$ cat src/rtl/iter_shifter.sv
// Iterative barrel-free shifter: moves the operand one bit per cycle under a valid/ready handshake.
// Arithmetic right shift is only built when ITER_SHIFTER_ARITH_EN is defined.
module iter_shifter #(
    parameter int unsigned WIDTH = 8,
    parameter int unsigned AMTW  = 8
) (
    input  logic             clk,
    input  logic             rst,
    input  logic             in_valid,
    output logic             in_ready,
    input  logic [WIDTH-1:0] in_data,
    input  logic [AMTW-1:0]  in_amt,
    input  logic             in_dir,
    input  logic             in_arith,
    output logic             out_valid,
    input  logic             out_ready,
    output logic [WIDTH-1:0] out_data,
    output logic             out_sat
);

    localparam int unsigned CW = $clog2(WIDTH + 1);

    typedef enum logic [1:0] {StIdle, StShift, StDone} state_e;

    state_e           state_q, state_d;
    logic [WIDTH-1:0] data_q, data_d;
    logic [CW-1:0]    count_q, count_d;
    logic             dir_q, dir_d;
    logic             fill_q, fill_d;
    logic             sat_q, sat_d;

    logic             accept;
    logic             amt_sat;
    logic             arith_eff;
    logic [CW-1:0]    amt_count;
    logic [WIDTH-1:0] data_shifted;

`ifdef ITER_SHIFTER_ARITH_EN
    assign arith_eff = in_dir & in_arith;
`else
    logic unused_arith;
    assign unused_arith = in_arith;
    assign arith_eff    = 1'b0;
`endif

    assign accept  = in_valid && in_ready;
    // Compare at a width wide enough for both the amount and WIDTH.
    assign amt_sat   = 64'(in_amt) >= 64'(WIDTH);
    assign amt_count = amt_sat ? CW'(WIDTH) : CW'(in_amt);

    // fill_q is only ever set for arithmetic right shifts, so it doubles as the sign fill.
    assign data_shifted = dir_q ? {fill_q, data_q[WIDTH-1:1]} : {data_q[WIDTH-2:0], 1'b0};

    always_ff @(posedge clk) begin
        if (rst) begin
            state_q <= StIdle;
        end else begin
            state_q <= state_d;
        end
    end

    always_comb begin
        state_d = state_q;
        unique case (state_q)
            StIdle: begin
                if (accept) begin
                    state_d = (amt_count == '0) ? StDone : StShift;
                end
            end
            StShift: begin
                if (count_q == CW'(1)) begin
                    state_d = StDone;
                end
            end
            StDone: begin
                if (out_ready) begin
                    state_d = StIdle;
                end
            end
            default: state_d = StIdle;
        endcase
    end

    always_comb begin
        in_ready  = (state_q == StIdle);
        out_valid = (state_q == StDone);
        out_data  = data_q;
        out_sat   = sat_q;
    end

    always_comb begin
        data_d  = data_q;
        count_d = count_q;
        dir_d   = dir_q;
        fill_d  = fill_q;
        sat_d   = sat_q;
        if (accept) begin
            data_d  = in_data;
            count_d = amt_count;
            dir_d   = in_dir;
            fill_d  = arith_eff & in_data[WIDTH-1];
            sat_d   = amt_sat;
        end else if (state_q == StShift) begin
            data_d  = data_shifted;
            count_d = count_q - CW'(1);
        end
    end

    always_ff @(posedge clk) begin
        if (rst) begin
            data_q  <= '0;
            count_q <= '0;
            dir_q   <= 1'b0;
            fill_q  <= 1'b0;
            sat_q   <= 1'b0;
        end else begin
            data_q  <= data_d;
            count_q <= count_d;
            dir_q   <= dir_d;
            fill_q  <= fill_d;
            sat_q   <= sat_d;
        end
    end

endmodule
$ cat config.mk
export PLATFORM = sky130hd
export DESIGN_NAME = iter_shifter
export DESIGN_NICKNAME = d
export VERILOG_FILES = /design/src/rtl/iter_shifter.sv
export SDC_FILE = /design/constraint.sdc
export NUM_CORES = 1
export LEC_CHECK = 0
export CORE_ASPECT_RATIO = 0.8
export CORE_MARGIN = 2
export CORE_UTILIZATION = 47
export DETAILED_ROUTE_END_ITERATION = 8
export MAX_ROUTING_LAYER = met4
export PLACE_DENSITY = 0.89
export SLEW_MARGIN = 30
export SYNTH_ARGS = -nofsm -noshare
export SYNTH_HDL_FRONTEND = slang
export SYNTH_SLANG_ARGS = --single-unit
$ cat constraint.sdc
create_clock -name clk -period 4.75 [get_ports clk]
set_clock_uncertainty 0.15 [all_clocks]
set_input_delay 0.95 -clock clk [delete_from_list [all_inputs] [get_ports clk]]
set_output_delay 0.95 -clock clk [all_outputs]
set_load 0.02 [all_outputs]
# ---- Yosys cells after proc, flatten, opt, wreduce, memory -nomap -nowiden
# Index checks and enable logic that the tools add are counted.
dict set report op_classes {
  addsub 1
  n_lt_le_gt_ge 1
  eq_ne 6
  mux 11
  n_reduce_logical 5
}
# operator count
set ops {}
lappend ops {{two-way mux 8 bit} 3}
lappend ops {{two-way mux 4 bit} 3}
lappend ops {{>= comparator 8 x 4 -> 1 bit (second input constant)} 1}
lappend ops {{two-way mux 2 bit} 4}
lappend ops {{case mux 2 bit (3 select lines)} 1}
lappend ops {{== test 4 x 1 -> 1 bit (second input constant)} 1}
lappend ops {{zero test 4 bit} 1}
lappend ops {{inequality test 2 x 1 -> 1 bit (second input constant)} 2}
lappend ops {{subtractor 4 x 1 -> 4 bit (second input constant)} 1}
lappend ops {{AND reduction 3 bit} 1}
lappend ops {{== test 2 x 1 -> 1 bit (second input constant)} 1}
lappend ops {{== test 2 bit (second input constant)} 1}
lappend ops {{zero test 2 bit} 1}
lappend ops {{inequality test 2 bit (second input constant)} 1}
lappend ops {{nonzero test 2 bit} 1}
lappend ops {{logical AND 1 bit} 1}
dict set report word_totals {
  reg_bits 16
  input_bits 22
  out_inout_bits 11
  wordCells 29
}

# ---- Logic depth before layout (Yosys ltp)
dict set report depth {
  word_depth 6
  depth_mapped 5
  mapped_depth_nobuf 5
}

# ---- Least setup slack after synthesis
# No wires, ideal clock.
dict set report synth_path {
  path_type {input to register}
  from {input in_amt[4]}
  to {register state_q[1]}
  setup_ps 103
  t_arrival_ps 2295
  t_required_ps 4497
  setup_slack_ps 2201
  path_stages 3
  n_path_buf 0
  path_cell_list {or4_4 -> or4_4 -> a2111oi_2}
}
dict set report synth_via {
  elab_chain_cells 6
}
# element line_no
set synth_rtl {}
lappend synth_rtl {{start: declaration} 12} ;# input logic [AMTW-1:0] in_amt,
lappend synth_rtl {{>= comparator 8 x 4 -> 1 bit} 48} ;# assign amt_sat = 64'(in_amt) >= 64'(WIDTH);
lappend synth_rtl {{two-way mux 4 bit} 49} ;# assign amt_count = amt_sat ? CW'(WIDTH) : CW'(in_amt);
lappend synth_rtl {{zero test 4 bit} 67} ;# state_d = (amt_count == '0) ? StDone : StShift;
lappend synth_rtl {{two-way mux 2 bit} 67}
lappend synth_rtl {{two-way mux 2 bit} 66} ;# if (accept) begin
lappend synth_rtl {{case mux 2 bit (3 select lines)} 64} ;# unique case (state_q)
lappend synth_rtl {{end signal: assignment} 56} ;# state_q <= StIdle;
lappend synth_rtl {{end signal: assignment} 58} ;# state_q <= state_d;
lappend synth_rtl {{end: declaration} 25} ;# state_e state_q, state_d;
# Every way passes these cells. The select of a mux whose other input is x is not followed.
# A chain may end at the register's enable or synchronous reset.

# ---- Worst setup path after layout
# Same ends and word-level chain as after synthesis.

==> results.cfg <==
[clocking]
clk_pin_slew_ns = 0.09
cts_resized = 0
cts_tree = yes
postCtsSetupBuffers = 0
numClockSinks = 16
insertion_delay_ns = 0.29
cts_buffer_depth = 2
cts_buffers = 3
htree_num_levels = 1
clock-root-buffer = clkbuf_4
hold_buffers = 0

[timing]
fmax_mhz = 365
worstMarginPinSlew_ns = 0.902
slew_headroom_pct = 39.8
slew_violations = 0
setup_viol = 0
hold_viol_final = 0
hold_ws_ns = 0.334
period_minus_slack_ns = 2.74
fin_crit_sh_pct = 57.7
rsz0062_at_grt = no
fin_ws_ns = 2.01
final.setup.tns_ns = 0

[cells_and_area]
multi_input_area_um2 = 562
seq_area_um2 = 320
area_growth_pct = 38.0
diodes = 0
drive_gt1_share_pct = 12.4
mostFrequentLayoutCell = clkdlybuf4s50_1
fin_area_mm2 = 0.00127
layout_common_cells = clkdlybuf4s50_1 (31), dfxtp_1 (16), o21ai_0 (8)
final_nets = 155
stdcell_count = 153
nFillCells = 150

[power]
power_switching_mw = 0.129
intPower_mw = 0.253
leakagePower_nw = 0.464
worst_ir_drop_vdd_mv = 0.191
combPwrFrac_pct = 35.5
pwr-share-seq_pct = 45.6
powerDensity_mw_per_mm2 = 301
switching_share_pct = 33.8
clock_power_share_pct = 18.8

[route]
totalWireLength_um = 2340
drt_iter0_drc = 37
drc = 0
drtAntennaViolNets = 0
routedWlPerCell_um = 15.3
dr_total_vias = 895
vias_per_cell = 5.85
first_pass_iters = 4

[logic_synthesis]
synth_seq_area_share_pct = 34.8
synth_nets = 125
yosys-top-cells-area = dfxtp_1 (35%), mux2i_1 (7.6%), mux2_2 (7.3%)
ys_warn_count = 0
netlist.area_leader.share_pct = 34.8
synth.avg_cell_area_um2 = 9.12
yosys.cell_types.count = 35
synth_cells = 101
syn_area_um2 = 921
ys_seq_elements = 16
synth_top_cell_by_area = dfxtp_1

[critical_path]
cp.arrival_ns = 2.78
cp.required_ns = 4.79
worst-setup-path-type = primary input to register
crit_fanout = 4
cp-start-kind = primary input
worstSetupEndpointType = register

[placement]
dpl.hpwl_um = 1740
dp_cells = 150
gp_congestion = 0.809
place_ws_ns = 1.71
placed_area_mm2 = 0.00125
numPortBuffers = 31

[floorplanning]
coreArea_mm2 = 0.00186
initial_utilization_pct = 49.6
dieArea_mm2 = 0.00233
die_h_um = 43.6
io_pins = 33
die-width_um = 53.5
rows = 14

[grt]
antenna_found_initial = 0
grt_pass1_wl_um = 3750
use_met1_pct = 27.3
use_met3_pct = 6.55
grt_start_max_net_pins = 18
grt_pass1_vias = 843
grtUsageMet2_pct = 36.3
overflow = 0
grt-busiest-layer = met2
grt_usage_pct = 23.2

[flow_run]
cap_violations = 0

[status]
status = completed

[hold_path]
hp-class = register to register
==> final cells by class <==
class / count / area share [%]
clock buffer: 3 / 1.77
timing repair buffer: 31 / 24.4
sequential: 16 / 25.2
multi-input combinational: 72 / 44.2
tap: 24 / 2.36
inverter: 7 / 2.07
==> flip-flops by register name, summed over array words and instances, names as in the netlist <==
name / count
out_sat: 1
state_q: 2
count_q: 4
dir_q: 1
out_data: 8
==> metal layers <==
layer | share of wire (%) | routed length (um) | vias up
met3 | 6.8 | 160 | 5
met1 | 43 | 1010 | 421
met2 | 48 | 1130 | 36
li1 | - | - | 433
met5 | 0 | 0 | -
met4 | 1.9 | 44 | 0
==> critical path: stages <==
cell	delay [ns]
clkdlybuf4s50_1	0.41
or4_4	0.56
or4_4	0.49
a2111oi_2	0.36
==> final timing paths <==
| path | startpoint | endpoint | slack (ns) | cells after the start |
|---|---|---|---|---|
| hold reg to reg | out_data[0] | out_data[0] | 0.33 | 2 |
| setup reg to reg | state_q[0] | out_data[3] | 2.86 | 3 |
| hold / removal | out_data[0] | out_data[0] | 0.33 | 2 |
| setup / recovery | in_amt[4] | state_q[1] | 2.01 | 4 |
==> per-stage QoR <==
stage	utilization [%]	total power, mW
after CTS	68.5	0.383
final	68.5	0.383
after global routing	68.5	0.403
after global placement	66.9	0.304
after detailed placement	67.3	0.313
after floorplan	-	0.253
==> cells in the mapped netlist <==
library cell / number
a2111oi_0: 1
a2111oi_2: 1
a21o_1: 1
a21oi_1: 7
a221oi_1: 1
a2bb2oi_1: 1
a31oi_1: 1
and3b_1: 1
buf_2: 1
clkbuf_1: 5
dfxtp_1: 16
ha_1: 2
inv_1: 7
mux2_2: 6
mux2i_1: 7
nand2_1: 2
nand2b_1: 2
nand3_1: 1
nand3b_1: 7
nand4b_1: 2
nor2_1: 3
nor2b_1: 2
nor3_1: 1
nor3b_1: 1
nor4_1: 2
o21a_1: 1
o21ai_0: 8
o21ba_2: 1
o21bai_1: 1
o31a_1: 3
o31a_2: 1
or2_2: 1
or3_1: 1
or4_4: 2
xor2_1: 1
==> power groups by stage <==
stage | clock network, mW | registers [mW] | logic [mW]
floorplan | 0 | 0.175 | 0.0780
global placement | 0 | 0.175 | 0.129
detailed placement | 0 | 0.178 | 0.135
CTS | 0.0724 | 0.174 | 0.136
global route | 0.0792 | 0.178 | 0.146
finish | 0.0721 | 0.175 | 0.136
==> kinds of logic after synthesis <==
| group | share of synthesized area [%] |
|---|---|
| multiplexers | 14.9 |
| flip-flops | 34.8 |
| XOR/XNOR | 0.951 |
| adder cells (fa/ha/maj) | 2.72 |
| AND/OR/NAND/NOR | 20.4 |
| AO/OA/AOI/OAI | 20.8 |
| buffers and inverters | 5.43 |
Power figures use the tool's default switching activity.
